`config.mk`:
```
export PLATFORM = sky130hd
export DESIGN_NAME = btn_debounce_multi
export DESIGN_NICKNAME = d
export VERILOG_FILES = /design/src/rtl/btn_debounce_multi.sv
export SDC_FILE = /design/constraint.sdc
export NUM_CORES = 1
export LEC_CHECK = 0
export ABC_AREA = 1
export BUFFER_PORTS_ARGS = -buffer_cell sky130_fd_sc_hd__buf_2
export CORE_MARGIN = 2
export CORE_UTILIZATION = 58
export CTS_CLUSTER_DIAMETER = 80
export DETAILED_ROUTE_END_ITERATION = 8
export GPL_TIMING_DRIVEN = 0
export PLACE_DENSITY = 0.75
export SYNTH_ARGS = -nofsm -noshare
export SYNTH_HDL_FRONTEND = slang
export SYNTH_SLANG_ARGS = --single-unit
```
`constraint.sdc`:
```
create_clock -name clk -period 1.9 [get_ports clk]
set_input_delay 0.38 -clock clk [delete_from_list [all_inputs] [get_ports clk]]
set_output_delay 0.38 -clock clk [all_outputs]
set_load 0.02 [all_outputs]
```
`src/rtl/btn_debounce_multi.sv`:
```
// N-channel push-button conditioner. One sample-tick divider is shared by all channels. Each channel has
// a 2-FF synchroniser, a DEPTH-sample hysteresis filter, edge pulses and optional long-press/auto-repeat.
module btn_debounce_multi #(
  parameter int N_CH         = 4,
  parameter int TICK_DIV     = 100,
  parameter int DEPTH        = 4,
  parameter int LONG_TICKS   = 1_000_000,
  parameter int REPEAT_TICKS = 200_000
) (
  input  logic            clk,
  input  logic            rst,
  input  logic [N_CH-1:0] i_btn,
  output logic [N_CH-1:0] o_level,
  output logic [N_CH-1:0] o_press,
  output logic [N_CH-1:0] o_release,
  output logic [N_CH-1:0] o_long,
  output logic [N_CH-1:0] o_repeat,
  output logic            o_tick
);

  localparam int DIV_W  = $clog2(TICK_DIV + 1);
  localparam int HOLD_W = (LONG_TICKS > 0) ? $clog2(LONG_TICKS + 1) : 1;
  localparam int REP_W  = (REPEAT_TICKS > 0) ? $clog2(REPEAT_TICKS + 1) : 1;

  logic [DIV_W-1:0] div_q, div_d;
  logic             tick_q, tick_d;
  logic [N_CH-1:0]  sync1_q, sync2_q;

  // NOTE: every always_comb assigns each output a default first, so no path can leave a latch behind.
  always_comb begin
    tick_d = (div_q == DIV_W'(TICK_DIV - 1));
    div_d  = tick_d ? '0 : div_q + DIV_W'(1);
  end

  // NOTE: sequential state is updated only with <=, so every flop samples the pre-edge value of its
  // neighbours and the result does not depend on the order of the statements.
  always_ff @(posedge clk or negedge rst) begin
    if (!rst) begin
      div_q   <= '0;
      tick_q  <= 1'b0;
      sync1_q <= '0;
      sync2_q <= '0;
    end else begin
      div_q   <= div_d;
      tick_q  <= tick_d;
      sync1_q <= i_btn;
      sync2_q <= sync1_q;
    end
  end

  assign o_tick = tick_q;

  for (genvar k = 0; k < N_CH; k++) begin : g_ch
    logic [DEPTH-1:0] sh_q, sh_d;
    logic             level_q, level_d;
    logic             level_dly_q;

    // The level moves only when the whole window agrees; mixed windows hold it.
    always_comb begin
      sh_d    = sh_q;
      level_d = level_q;
      if (tick_q) begin
        sh_d = {sync2_q[k], sh_q[DEPTH-1:1]};
        if (&sh_d)       level_d = 1'b1;
        else if (~|sh_d) level_d = 1'b0;
      end
    end

    always_ff @(posedge clk or negedge rst) begin
      if (!rst) begin
        sh_q        <= '0;
        level_q     <= 1'b0;
        level_dly_q <= 1'b0;
      end else begin
        sh_q        <= sh_d;
        level_q     <= level_d;
        level_dly_q <= level_q;
      end
    end

    assign o_level[k]   = level_q;
    assign o_press[k]   = level_q & ~level_dly_q;
    assign o_release[k] = ~level_q & level_dly_q;

    if (LONG_TICKS > 0) begin : g_long
      localparam logic [HOLD_W-1:0] HOLD_MAX = HOLD_W'(LONG_TICKS);

      logic [HOLD_W-1:0] hold_q, hold_d;
      logic              long_q, long_d;

      // level_d is the post-edge level, so a release landing on this tick cancels the pulse.
      always_comb begin
        hold_d = hold_q;
        long_d = 1'b0;
        if (!level_d) begin
          hold_d = '0;
        end else if (tick_q && level_q && hold_q != HOLD_MAX) begin
          hold_d = hold_q + HOLD_W'(1);
          long_d = (hold_d == HOLD_MAX);
        end
      end

      always_ff @(posedge clk or negedge rst) begin
        if (!rst) begin
          hold_q <= '0;
          long_q <= 1'b0;
        end else begin
          hold_q <= hold_d;
          long_q <= long_d;
        end
      end

      assign o_long[k] = long_q;

      if (REPEAT_TICKS > 0) begin : g_rep
        logic [REP_W-1:0] rep_q, rep_d;
        logic             rep_pulse_q, rep_pulse_d;

        // A saturated hold counter means o_long has already fired for this press.
        always_comb begin
          rep_d       = rep_q;
          rep_pulse_d = 1'b0;
          if (!level_d) begin
            rep_d = '0;
          end else if (tick_q && level_q && hold_q == HOLD_MAX) begin
            if (rep_q == REP_W'(REPEAT_TICKS - 1)) begin
              rep_d       = '0;
              rep_pulse_d = 1'b1;
            end else begin
              rep_d = rep_q + REP_W'(1);
            end
          end
        end

        always_ff @(posedge clk or negedge rst) begin
          if (!rst) begin
            rep_q       <= '0;
            rep_pulse_q <= 1'b0;
          end else begin
            rep_q       <= rep_d;
            rep_pulse_q <= rep_pulse_d;
          end
        end

        assign o_repeat[k] = rep_pulse_q;
      end else begin : g_no_rep
        assign o_repeat[k] = 1'b0;
      end
    end else begin : g_no_long
      assign o_long[k]   = 1'b0;
      assign o_repeat[k] = 1'b0;
    end
  end

endmodule

```
* After elaboration in Yosys (flattened, before gate mapping)
Cells that the tools add are included.
Storage, ports and cells: flip-flop bits (word level) 200
Cells by class: add/subtract/negate cells 9, equality and inequality tests 25, muxes and demuxes 53, bitwise logic cells 16, reduce and logical (&&, ||, !) cells 20
Operator list (count):
- 18-bit two-way mux | 12
- 20-bit equality test (second input constant) | 8
- 20-bit two-way mux | 8
- 20-bit by 1-bit adder with 20-bit output (second input constant) | 4
- 20-bit inequality test (second input constant) | 4
- 18-bit by 1-bit adder with 18-bit output (second input constant) | 4
- 18-bit equality test (second input constant) | 4
- 1-bit two-way mux | 32
- 2-bit by 1-bit inequality test with 1-bit output (second input constant) | 8
- 4-bit AND reduction | 4
- 4-bit OR reduction | 4
- 1-bit logical AND | 12
- 1-bit bitwise AND | 8
- 1-bit inverter | 8
- 7-bit by 1-bit adder with 7-bit output (second input constant) | 1
- 7-bit equality test (second input constant) | 1
- 7-bit two-way mux | 1

* Depth between registers and ports, before layout
depth in word-level cells 5, gate-level depth with buffers 12, gate-level depth less buffers 12

* Least setup slack after synthesis
Ideal clock, no wire load.
path kind register -> register, start point reg g_ch[1].g_long.g_rep.rep_q[0], end point reg g_ch[1].g_long.g_rep.rep_q[2], arrival time 1.534 ns, slack 0.247 ns, cell stages (with the launch flop) 11, cell sequence dfrtp_1 -> ha_1 -> nand2_1 -> nor2_1 -> nand2_1 -> nor2_1 -> nand3_1 -> nand2_2 -> inv_2 -> a21oi_1 -> nor2_1
On the way: cells in the longest elaborated chain, start to end 4, elaborated cells on any way between the ends 5, those cells by class 1 x add/sub; 1 x eq/ne; 3 x mux
RTL lines:
- start: declaration | line 116 | logic [REP_W-1:0] rep_q, rep_d;
- start signal: assignment | line 140 | rep_q <= rep_d;
- 18-bit by 1-bit adder with 18-bit output / 18-bit equality test (equally long branches) | line 130, 126
- 18-bit two-way mux (*) | line 126 | if (rep_q == REP_W'(REPEAT_TICKS - 1)) begin
- 18-bit two-way mux (*) | line 125 | end else if (tick_q && level_q && hold_q == HOLD_MAX) begin
- 18-bit two-way mux (*) | line 123 | if (!level_d) begin
Every way passes the cells marked *; elsewhere a longest branch is shown, timed or not. The select of a mux whose other input is x is not followed. A chain may end at the register's enable or synchronous reset.

* Worst setup path in the final report
start point reg g_ch[0].g_long.hold_q[0], end point reg g_ch[0].g_long.hold_q[10]
On the way: cells in the longest elaborated chain, start to end 3, elaborated cells on any way between the ends 6, those cells by class 1 x add/sub; 2 x eq/ne; 2 x mux; 1 x reduce/logical
RTL lines:
- start: declaration | line 88 | logic [HOLD_W-1:0] hold_q, hold_d;
- start signal: assignment | line 108 | hold_q <= hold_d;
- 20-bit by 1-bit adder with 20-bit output / 20-bit inequality test (equally long branches) | line 98, 97
- 20-bit two-way mux / 1-bit logical AND (equally long branches) | line 97 | end else if (tick_q && level_q && hold_q != HOLD_MAX) begin
- 20-bit two-way mux / 2-bit by 1-bit inequality test with 1-bit output (equally long branches)
Parallel ways exist; a longest one is shown, timed or not. The select of a mux whose other input is x is not followed.

==> summary.md <==
| Metric | Value |
|---|---|
| Pleak | 5.74 nW |
| Clock tree sinks | 196 |
| Clock-pin slew on the worst setup and hold paths | 0.07 ns |
| CP Launch Type | flip-flop |
| Clk Latency, worst-skew pair | 0.43 ns |
| Worst Max-Slew Pin Slew | 0.732 ns |
| Via/cell ratio | 5.48 |
| R2R cell count | 10 |
| Seq pwr share | 53.5% |
| Ys Warns | 0 |
| F_max | 554 MHz |
| GR Util All Layers | 26.4% |
| Core region area | 20000 um2 |
| CP Capture Type | flip-flop |
| Final Hold Violating Endpoints | 11 |
| Worst rel slew slack | 51.2% |
| Antenna viol nets, final | 0 |
| Pin count of the biggest net entering global routing | 102 |
| DRC Markers | 0 |
| First-pass iteration count of the detailed router | 6 |
| Die ar. | 21400 um2 |
| Status | finished, violations left |
| CTS Buf Count | 17 |
| Asr flop ratio synth | 100% |
| RSZ-0062 raised after global routing | true |
| Initial core utilization | 58.5% |
| Via count | 11008 |
| Critical Path AT | 2.10 ns |
| Final setup violation count | 0 |
| Syn Area/Cell | 7.09 um2 |
| Critical path required time | 2.20 ns |
| Post-Syn Area | 11700 um2 |
| TritonCTS clock tree | yes |
| Starting DRC count in detailed routing | 685 |
| R2r setup slk | 0.1 ns |
| Clock share of power | 45.3% |
| Skew final | 0.0108 ns |
| Switching share of power | 21.1% |
| Critical Path Sink | g_ch[0].g_long.hold_q[10] |
| Worst Hold Class | input port to asynchronous set/reset pin |
| Final WS setup | 0.0958 ns |
| FF-to-FF Start | g_ch[0].g_long.hold_q[0] |
| IO Pins | 27 |
| CTS max path bufs | 2 |
| Synthesized instance count | 1654 |
| Crit path from | g_ch[0].g_long.hold_q[0] |
| Synth cell types | 40 |
| DP Worst Slack | -0.155 ns |
| Area delta synth->final | 13.6% |
| Fraction of layout cells with a size suffix above 1 | 12.8% |
| Fin nets | 1746 |
| Max Slew Vio Count | 0 |
| Placed instance area | 12200 um2 |
| GRT Residual Overflow | 0 |
| Final wirelength | 27.8 mm |
| Max Cap Violations | 0 |
| Fin crit share | 95.0% |
| Switching pwr | 1.65 mW |
| Sequential share of the synthesized area | 41.8% |
| First-pass GRT wire length | 47.3 mm |
| Final Cell Area | 13300 um2 |
| Peak VDD IR | 0.595 mV |
| Critical path fanouts, max | 10 |
| Routed wire per std cell | 13.9 um |
| Commonest non-fill, non-tap cell in the layout | nand2_1 |
| RR Endpoint | g_ch[0].g_long.hold_q[10] |
| WS Path Type | flip-flop to flip-flop |
| Layout filler cell count | 1785 |
| Pint | 6.17 mW |
| Violated checks | negative hold slack |
| Placer Congestion | 0.957 |
| Synthesized net count | 1673 |
| Root Buffer | clkbuf_16 |
| Yosys reg bits | 196 |
| # rows | 52 |
| Pwr dens | 587 nW/um2 |
| Horiz. Die Dim | 146 um |
| Post-route insts no fill | 2007 |
| DP Wirelength | 19.7 mm |
| Hold Slack | -0.0104 ns |
| Final Critical Period | 1.80 ns |
| H-tree levels | 4 |
| Final core occ | 66.4% |
| Top FF cell, synth | dfrtp_1 |
| Most frequent cells in the layout | nand2_1 (455), nor2_1 (218), dfrtp_1 (190) |
| Post-synth EDFFs | 0 |
| ANT cells | 0 |
| Vias in the first global route | 10312 |
| Die Y | 146 um |
| Placed cells | 1951 |
| Initial antenna violation count | 0 |
| Count of input and output buffers | 26 |
| Combinational fraction of design power | 1.2% |
## routing by layer
layer	up-vias	share of wire (%)	track usage, %
met1	5172	45	34.8
li1	5499	-	-
met3	48	4.6	4.56
met2	289	48	44.9
met4	0	1.9	8.11
met5	-	0	0
## worst max-delay path, stage by stage (launching register included)
cell     delay [ns]
dfrtp_2        0.44
inv_2          0.09
ha_1           0.17
nand3_2        0.12
nor2_4         0.19
nand3_4        0.12
nand3_4        0.14
inv_1          0.07
buf_4          0.18
nand2_1        0.06
o21ai_0        0.08
## cell families (layout without fill, tap and decap cells)
| group | after synthesis | after routing | synth area share, % |
|---|---|---|---|
| flops | 196 | 196 | 41.8 |
| simple gates | 996 | 996 | 36.5 |
| compound gates | 176 | 176 | 8.18 |
| buf+inv | 220 | 303 | 8.18 |
| fa+ha+maj | 13 | 13 | 1.39 |
| xor+xnor | 53 | 53 | 3.96 |
## per-stage QoR
| stage | TNS [ns] | hold WS [ns] | total power, mW |
|---|---|---|---|
| final | 0 | -0.0104 | 7.82 |
| after global routing | -0.160 | 0.0347 | 8.06 |
| after CTS | 0 | 0.00854 | 7.91 |
| after detailed placement | -2.63 | 0.335 | 4.37 |
| after global placement | -556.69 | 0.334 | 4.36 |
| after floorplan | 0 | 0.0844 | 4.26 |
## power groups by stage
stage                     clock network, mW  logic (mW)  registers [mW]
after floorplan                           0     0.00165            4.26
after global placement                    0      0.0923            4.26
after detailed placement                  0       0.104            4.26
after CTS                              3.62       0.103            4.18
after global routing                   3.76       0.114            4.18
final                                  3.54      0.0948            4.18
## final cells by class
| cell class | instances | area, um2 | share of cell area (%) |
|---|---|---|---|
| inverter | 187 | 709 | 5.33 |
| buffer | 32 | 267 | 2.00 |
| clock inverter | 10 | 110 | 0.827 |
| timing repair buffer | 55 | 378 | 2.84 |
| multi-input combinational | 1238 | 6150 | 46.2 |
| tap | 270 | 338 | 2.54 |
| clock buffer | 19 | 453 | 3.40 |
| sequential | 196 | 4910 | 36.9 |
## registers in the layout (all words and copies together) (netlist names)
register	flops
g_ch.g_long.hold_q	80
g_ch.g_long.g_rep.rep_q	72
g_ch.sh_q	12
div_q	7
g_ch.g_long.g_rep.rep_pulse_q	4
g_ch.g_long.long_q	4
g_ch.level_dly_q	4
g_ch.level_q	4
sync1_q	4
sync2_q	4
o_tick	1
## worst min path at each step
| stage | end | slack [ns] | cells past startpoint | start |
|---|---|---|---|---|
| detailed placement | sync2_q[1] | 0.33 | 0 | sync1_q[1] |
| floorplan | div_q[0] | 0.08 | 0 | rst |
| global route | g_ch[3].g_long.g_rep.rep_q[7] | 0.03 | 1 | rst |
| global placement | sync2_q[1] | 0.33 | 0 | sync1_q[1] |
| CTS | g_ch[3].g_long.g_rep.rep_q[7] | 0.009 | 1 | rst |
| finish | g_ch[3].g_long.g_rep.rep_q[7] | -0.01 | 1 | rst |
## repair_timing
action | CTS | global route
resized for setup | 20 | 75
pin swaps | 3 | 14
endpoints found under the setup margin | 66 | 125
hold buffers | 0 | 0
setup buffers | 2 | 26
hold endpoints to repair | 0 | 0
## cell usage after synthesis (6+ instances only)
| cell type | n | area [um2] |
|---|---|---|
| buf_4 | 17 | 128 |
| nand3_1 | 155 | 776 |
| o31ai_1 | 8 | 60.1 |
| a21oi_1 | 29 | 145 |
| nor3_1 | 41 | 205 |
| ha_1 | 13 | 163 |
| xor2_1 | 48 | 420 |
| nand4_1 | 34 | 213 |
| nor4_1 | 9 | 56.3 |
| nand2_1 | 464 | 1740 |
| o21ai_1 | 21 | 105 |
| nor2_2 | 8 | 50.1 |
| buf_6 | 8 | 90.1 |
| buf_2 | 6 | 30.0 |
| nand2_2 | 17 | 106 |
| inv_2 | 12 | 45.0 |
| o21ai_0 | 82 | 410 |
| o22ai_1 | 25 | 156 |
| inv_1 | 174 | 653 |
| nor2_1 | 245 | 920 |
| dfrtp_1 | 196 | 4900 |
Note: power is estimated with default switching activity, not from simulation.
